### src/rtl/mem_ctrl_pkg.sv
// mem_ctrl_pkg: shared types and constants for the memory-stage controller.
package mem_ctrl_pkg;

  // Controller states; 2-bit encoding, one code left unused.
  typedef enum logic [1:0] {
    IDLE = 2'd0,
    BUSY = 2'd1,
    DONE = 2'd2
  } memState;

  // Default SRAM access latency in cycles (legal 1..15).
  localparam int WAIT_CYCLES_DEFAULT = 5;

  // Width of the wait counter; holds WAIT_CYCLES-1 for the full legal range.
  localparam int CNT_W = 4;

  // Counter preload: the counter reaches zero in the last BUSY cycle.
  function automatic logic [CNT_W-1:0] waitPreload(input int waitCycles);
    return CNT_W'(waitCycles - 1);
  endfunction

endpackage

### src/rtl/Register.sv
// Register: parameterised enable register with asynchronous active-low clear.
module Register #(
  parameter int DATA_W = 32
) (
  input  logic              clk,
  input  logic              rst,
  input  logic              en,
  input  logic [DATA_W-1:0] d,
  output logic [DATA_W-1:0] q
);

  // Capture d when enabled; clear to zero while reset is low.
  always_ff @(posedge clk or negedge rst) begin
    if (!rst) begin
      q <= '0;
    end else if (en) begin
      q <= d;
    end
  end

endmodule

### src/rtl/wait_counter.sv
// wait_counter: loadable down-counter with zero flag and asynchronous
// active-low clear. Decrement saturates at zero.
module wait_counter
  import mem_ctrl_pkg::*;
(
  input  logic             clk,
  input  logic             rst,
  input  logic             load,
  input  logic [CNT_W-1:0] loadValue,
  input  logic             dec,
  output logic             zero
);

  logic [CNT_W-1:0] count;

  // Load takes priority over decrement; never wraps below zero.
  always_ff @(posedge clk or negedge rst) begin
    if (!rst) begin
      count <= '0;
    end else if (load) begin
      count <= loadValue;
    end else if (dec && (count != '0)) begin
      count <= count - CNT_W'(1);
    end
  end

  assign zero = (count == '0);

endmodule

### src/rtl/mem_stage_ctrl.sv
// mem_stage_ctrl: sequences a multi-cycle access to the single-port data SRAM
// for the instruction in EX/MEM, freezing the pipeline through ready=0 until
// the access completes, and holds load data for MEM/WB.
// Optional build macro MEM_CTRL_POSTED_WRITE_EN: stores run in the background
// without freezing the pipeline; a following request waits until the SRAM is free.
module mem_stage_ctrl
  import mem_ctrl_pkg::*;
#(
  parameter int WAIT_CYCLES = WAIT_CYCLES_DEFAULT,
  parameter int ADDR_W      = 16
) (
  input  logic              clk,
  input  logic              rst,
  input  logic              memoryReadEnabled,
  input  logic              memoryWriteEnabled,
  input  logic [31:0]       aluResult,
  input  logic [31:0]       valRm,
  output logic [31:0]       readData,
  output logic              ready,
  output logic [ADDR_W-1:0] sramAddr,
  output logic [31:0]       sramWData,
  output logic              sramWe,
  output logic              sramRe,
  input  logic [31:0]       sramRData
);

  localparam logic [CNT_W-1:0] LOAD_VALUE = waitPreload(WAIT_CYCLES);

  memState state;
  memState stateNext;
  logic    req;
  logic    accept;
  logic    inBusy;
  logic    cntZero;
  logic    isRead;
  logic    captureRead;
  logic    unusedAddrBits;

  assign req         = memoryReadEnabled | memoryWriteEnabled;
  assign accept      = (state == IDLE) && req;
  assign inBusy      = (state == BUSY);
  assign captureRead = inBusy && cntZero && isRead;

  // Byte-offset bits and bits above the SRAM word address carry no meaning here.
  assign unusedAddrBits = ^aluResult;

  wait_counter uWaitCounter (
    .clk       (clk),
    .rst       (rst),
    .load      (accept),
    .loadValue (LOAD_VALUE),
    .dec       (inBusy),
    .zero      (cntZero)
  );

  // Access direction, latched at acceptance; both strobes high resolves to a read.
  always_ff @(posedge clk or negedge rst) begin
    if (!rst) begin
      isRead <= 1'b0;
    end else if (accept) begin
      isRead <= memoryReadEnabled;
    end
  end

`ifdef MEM_CTRL_POSTED_WRITE_EN
  logic posted;

  // Posted flag: a pure store proceeds while the pipeline keeps moving.
  always_ff @(posedge clk or negedge rst) begin
    if (!rst) begin
      posted <= 1'b0;
    end else if (accept) begin
      posted <= !memoryReadEnabled;
    end
  end
`endif

  // State register.
  always_ff @(posedge clk or negedge rst) begin
    if (!rst) begin
      state <= IDLE;
    end else begin
      state <= stateNext;
    end
  end

  // Next state and pipeline freeze; DONE ignores req so a held instruction is not re-issued.
  always_comb begin
    stateNext = state;
    ready     = 1'b0;
    case (state)
      IDLE: begin
        if (req) begin
          stateNext = BUSY;
        end
`ifdef MEM_CTRL_POSTED_WRITE_EN
        ready = !memoryReadEnabled;
`else
        ready = !req;
`endif
      end
      BUSY: begin
`ifdef MEM_CTRL_POSTED_WRITE_EN
        if (cntZero) begin
          stateNext = posted ? IDLE : DONE;
        end
        ready = posted && !req;
`else
        if (cntZero) begin
          stateNext = DONE;
        end
`endif
      end
      DONE: begin
        stateNext = IDLE;
        ready     = 1'b1;
      end
      default: begin
        stateNext = IDLE;
      end
    endcase
  end

  // Strobes follow the state directly so reset drops them without waiting for a clock.
  assign sramRe = inBusy && isRead;
  assign sramWe = inBusy && !isRead;

  Register #(.DATA_W(ADDR_W)) uAddrReg (
    .clk (clk),
    .rst (rst),
    .en  (accept),
    .d   (aluResult[ADDR_W+1:2]),
    .q   (sramAddr)
  );

  Register #(.DATA_W(32)) uWDataReg (
    .clk (clk),
    .rst (rst),
    .en  (accept),
    .d   (valRm),
    .q   (sramWData)
  );

  Register #(.DATA_W(32)) uReadDataReg (
    .clk (clk),
    .rst (rst),
    .en  (captureRead),
    .d   (sramRData),
    .q   (readData)
  );

endmodule
### config.mk
export PLATFORM = sky130hd
export DESIGN_NAME = mem_stage_ctrl
export DESIGN_NICKNAME = d
export VERILOG_FILES = /design/src/rtl/mem_ctrl_pkg.sv /design/src/rtl/Register.sv /design/src/rtl/wait_counter.sv /design/src/rtl/mem_stage_ctrl.sv
export SDC_FILE = /design/constraint.sdc
export NUM_CORES = 1
export LEC_CHECK = 0
export ABC_AREA = 1
export BUFFER_PORTS_ARGS = -buffer_cell sky130_fd_sc_hd__buf_2
export CAP_MARGIN = 15
export CELL_PAD_IN_SITES_DETAIL_PLACEMENT = 2
export CELL_PAD_IN_SITES_GLOBAL_PLACEMENT = 2
export CORE_UTILIZATION = 25
export DETAILED_ROUTE_END_ITERATION = 16
export GPL_ROUTABILITY_DRIVEN = 0
export HOLD_SLACK_MARGIN = 0.1
export MAX_ROUTING_LAYER = met4
export PLACE_DENSITY_LB_ADDON = 0.1
export SLEW_MARGIN = 20
export SYNTH_ARGS = -nofsm -noshare
export SYNTH_HDL_FRONTEND = slang
export SYNTH_HIERARCHICAL = 1
export SYNTH_SLANG_ARGS = --single-unit
### constraint.sdc
create_clock -name clk -period 1.9 [get_ports clk]
set_input_delay 0.095 -clock clk [delete_from_list [all_inputs] [get_ports clk]]
set_output_delay 0.095 -clock clk [all_outputs]
set_load 0.05 [all_outputs]
==> out/metrics.cfg <==
[status]
status = complete, no violations

[logic_synthesis]
synth-xor-area-share_pct = 0
synthFlopType = dfrtp_1
synth_edf_count = 0
netlist_instances = 411
synth-simple-area-share_pct = 31.51
synthTopCellsByArea = dfrtp_1 (59%), nand2_1 (24%), nand2_2 (5.1%)
synth.distinct_cells = 22
synth_mux_area_share_pct = 0
synth-seq-cells = 87
synth_compound_area_share_pct = 0.6417
seq_area_frac_synth_pct = 58.76
synthAdderAreaFrac_pct = 0.3377
yosysTopAreaCellShare_pct = 58.76
synth_top_area_cell = dfrtp_1
netlist_area_sq_mm = 0.003705
synth_top_family_by_area = simple AND/OR/NAND/NOR gates
syn_avg_cell_area_sq_um = 9.014
ys_warn_count = 6
async_flop_share_pct = 100.0

[die]
io_pins = 183
dieArea_sq_mm = 0.01531
die_x_um = 123.7
core_region_area_sq_mm = 0.01448
num_rows = 44
die_h_um = 123.7
initial_core_util_pct = 25.59

[global_routing]
antenna_found_initial = 0
grt.busiest_layer = met2
grt_pass1_wl_mm = 19.18
met2_usage_pct = 31.67
grt_pass1_vias = 3950
use_met3_pct = 2.976
grt_overflow = 0
grt_usage_pct = 17.10
grt_max_degree = 40
met1_usage_pct = 17.78

[critical_path]
r2r_start = uWaitCounter/count[0]
crit_type = register to register
startpoint = uWaitCounter/count[0]
end_kind = register
cp.arrival_ns = 1.95
startpoint_type = register
crit_required_ns = 2.12
cp_max_fo = 32

[route]
drc = 0
avgViaCountPerCell = 4.212
drt_wl_total_mm = 12.48
wl_per_cell_um = 14.60
vias = 3601
drtPass1Iterations = 4
ant_nets = 0
drt_iter0_markers = 95

[power_and_ir_drop]
peakVddDrop_mv = 0.5647
p_leak_nw = 3.222
p_per_area_mw_per_mm2 = 2042

[layout]
finish.utilization_pct = 40.34
nets = 768
area_delta_synth_final_pct = 57.65
drive_gt1_share_pct = 34.87
diodes = 0

[timing]
grt_setup_unrepaired = no
fin_skew_ns = 0.005983
hold_violations = 0
setup_tns_ns = 0
slew_violations = 0
period_share_pct = 91.08
setup_viol = 0
fmax_mhz = 577.9
min_period_ns = 1.731

[flow_run]
maxCapViolCount = 0

[clock_tree]
cts_buffers = 9
clkSlewWorstSetupHoldPaths_ns = 0.07
tritoncts = done
clkLatencyLatePin_ns = 0.34
htree_levels = 3
cts-root-buf = clkbuf_16
clock_path_buffers = 2
numClockSinks = 87

[hold_path]
hold_class = primary input to async pin

[place]
hpwl_mm = 8.333
io_buffer_count = 166

sequential cells by signal (all words and copies together), names as in the netlist:
register            flops
isRead                  1
uWaitCounter/count      4
uAddrReg/q             16
uWDataReg/q            32
uReadDataReg/q         32
state                   2
final timing paths:
| path | depth (start not counted) | slack (ns) | endpoint |
|---|---|---|---|
| hold / removal | 2 | 0.25 | uReadDataReg/q[1] |
| min in group clk | 2 | 0.47 | uReadDataReg/q[26] |
| hold reg to reg | 2 | 0.47 | uReadDataReg/q[26] |
| setup reg to reg | 10 | 0.17 | uReadDataReg/q[14] |
| max in group asynchronous | 3 | 1.01 | isRead |
| setup / recovery | 10 | 0.17 | uReadDataReg/q[14] |
per-layer routing:
layer | wire [um] | part of all wire, %
met1 | 4965 | 40
met2 | 6687 | 54
met3 | 595 | 4.8
met4 | 230 | 1.8
met5 | 0 | 0
area by class of cell:
cell class                      instances  area (sq um)
Multi-Input combinational cell        292          1227
Timing Repair Buffer                  260          1802
Sequential cell                        87          2177
Clock inverter                          5         81.33
Clock buffer                           10         239.0
Tap cell                              184         230.2
Inverter                               17         83.83
Fill cell                            1657          8638
Yosys cell counts (2+ instances only):
cell / number
o21ai_0: 2
nor2_2: 2
clkbuf_8: 6
inv_8: 2
nand3_1: 3
nand2_1: 239
nand2_2: 30
buf_6: 8
nand3b_1: 2
nor2_1: 5
inv_1: 12
buf_12: 3
conb_1: 2
dfrtp_1: 87
layout by cell type (no fill, tap or decap), types with 2 or more instances in the layout:
| cell type | Yosys | routed |
|---|---|---|
| nand3b_1 | 2 | 2 |
| bufinv_16 | 0 | 2 |
| buf_4 | 0 | 8 |
| nor2_2 | 2 | 2 |
| buf_2 | 0 | 165 |
| clkbuf_16 | 0 | 10 |
| nand2_1 | 239 | 239 |
| inv_8 | 2 | 2 |
| inv_6 | 1 | 2 |
| inv_2 | 1 | 3 |
| dlygate4sd3_1 | 0 | 83 |
| nor2_1 | 5 | 5 |
| conb_1 | 2 | 4 |
| nand2_2 | 30 | 30 |
| dfrtp_1 | 87 | 87 |
| nand3_1 | 3 | 3 |
| inv_1 | 12 | 10 |
| buf_12 | 3 | 3 |
| o21ai_0 | 2 | 2 |
per-stage QoR:
stage / power (mW) / hold slack [ns] / worst slack, ns / std cells / instance area (sq um)
after floorplan: 8.391 / -0.2006 / 0.3483 / 413 / 3712
after global placement: 9.708 / 0.09635 / 0.1308 / 754 / 4647
after detailed placement: 9.932 / 0.1015 / 0.08509 / 754 / 4647
after CTS: 12.07 / 0.2720 / 0.07098 / 852 / 5798
after global routing: 12.72 / 0.2970 / 0.03577 / 855 / 5841
final: 11.93 / 0.2548 / 0.1695 / 855 / 5841
kinds of logic after synthesis:
logic type | Yosys count
and+or+nand+nor | 283
DFF | 87
buffers and inverters | 34
AOI/OAI and AO/OA | 4
other | 2
adders and majority gates | 1
where the power goes:
part,leakage (nW),switching (mW),internal (mW)
combinational,2.00,5.09,1.58
sequential,1.06,0.544,2.79
clock,0.155,0.740,1.18
total,3.22,6.37,5.55
timing repair:
item | 4_1_cts | 5_1_grt
endpoints found under the hold margin | 113 | 0
buffers inserted | 0 | 2
resized for setup | 0 | 2
setup endpoints to repair | 0 | 32
hold buffers | 83 | 0
worst max-delay path: stages (launching register included):
cell and delay (ns):
dfrtp_1 0.41, inv_2 0.08, ha_2 0.20, nand2_2 0.08, inv_1 0.09, inv_1 0.08
nor3_4 0.25, buf_12 0.16, inv_8 0.09, nand2_1 0.08, nand2_1 0.07
Note: power is estimated with default switching activity, not from simulation.
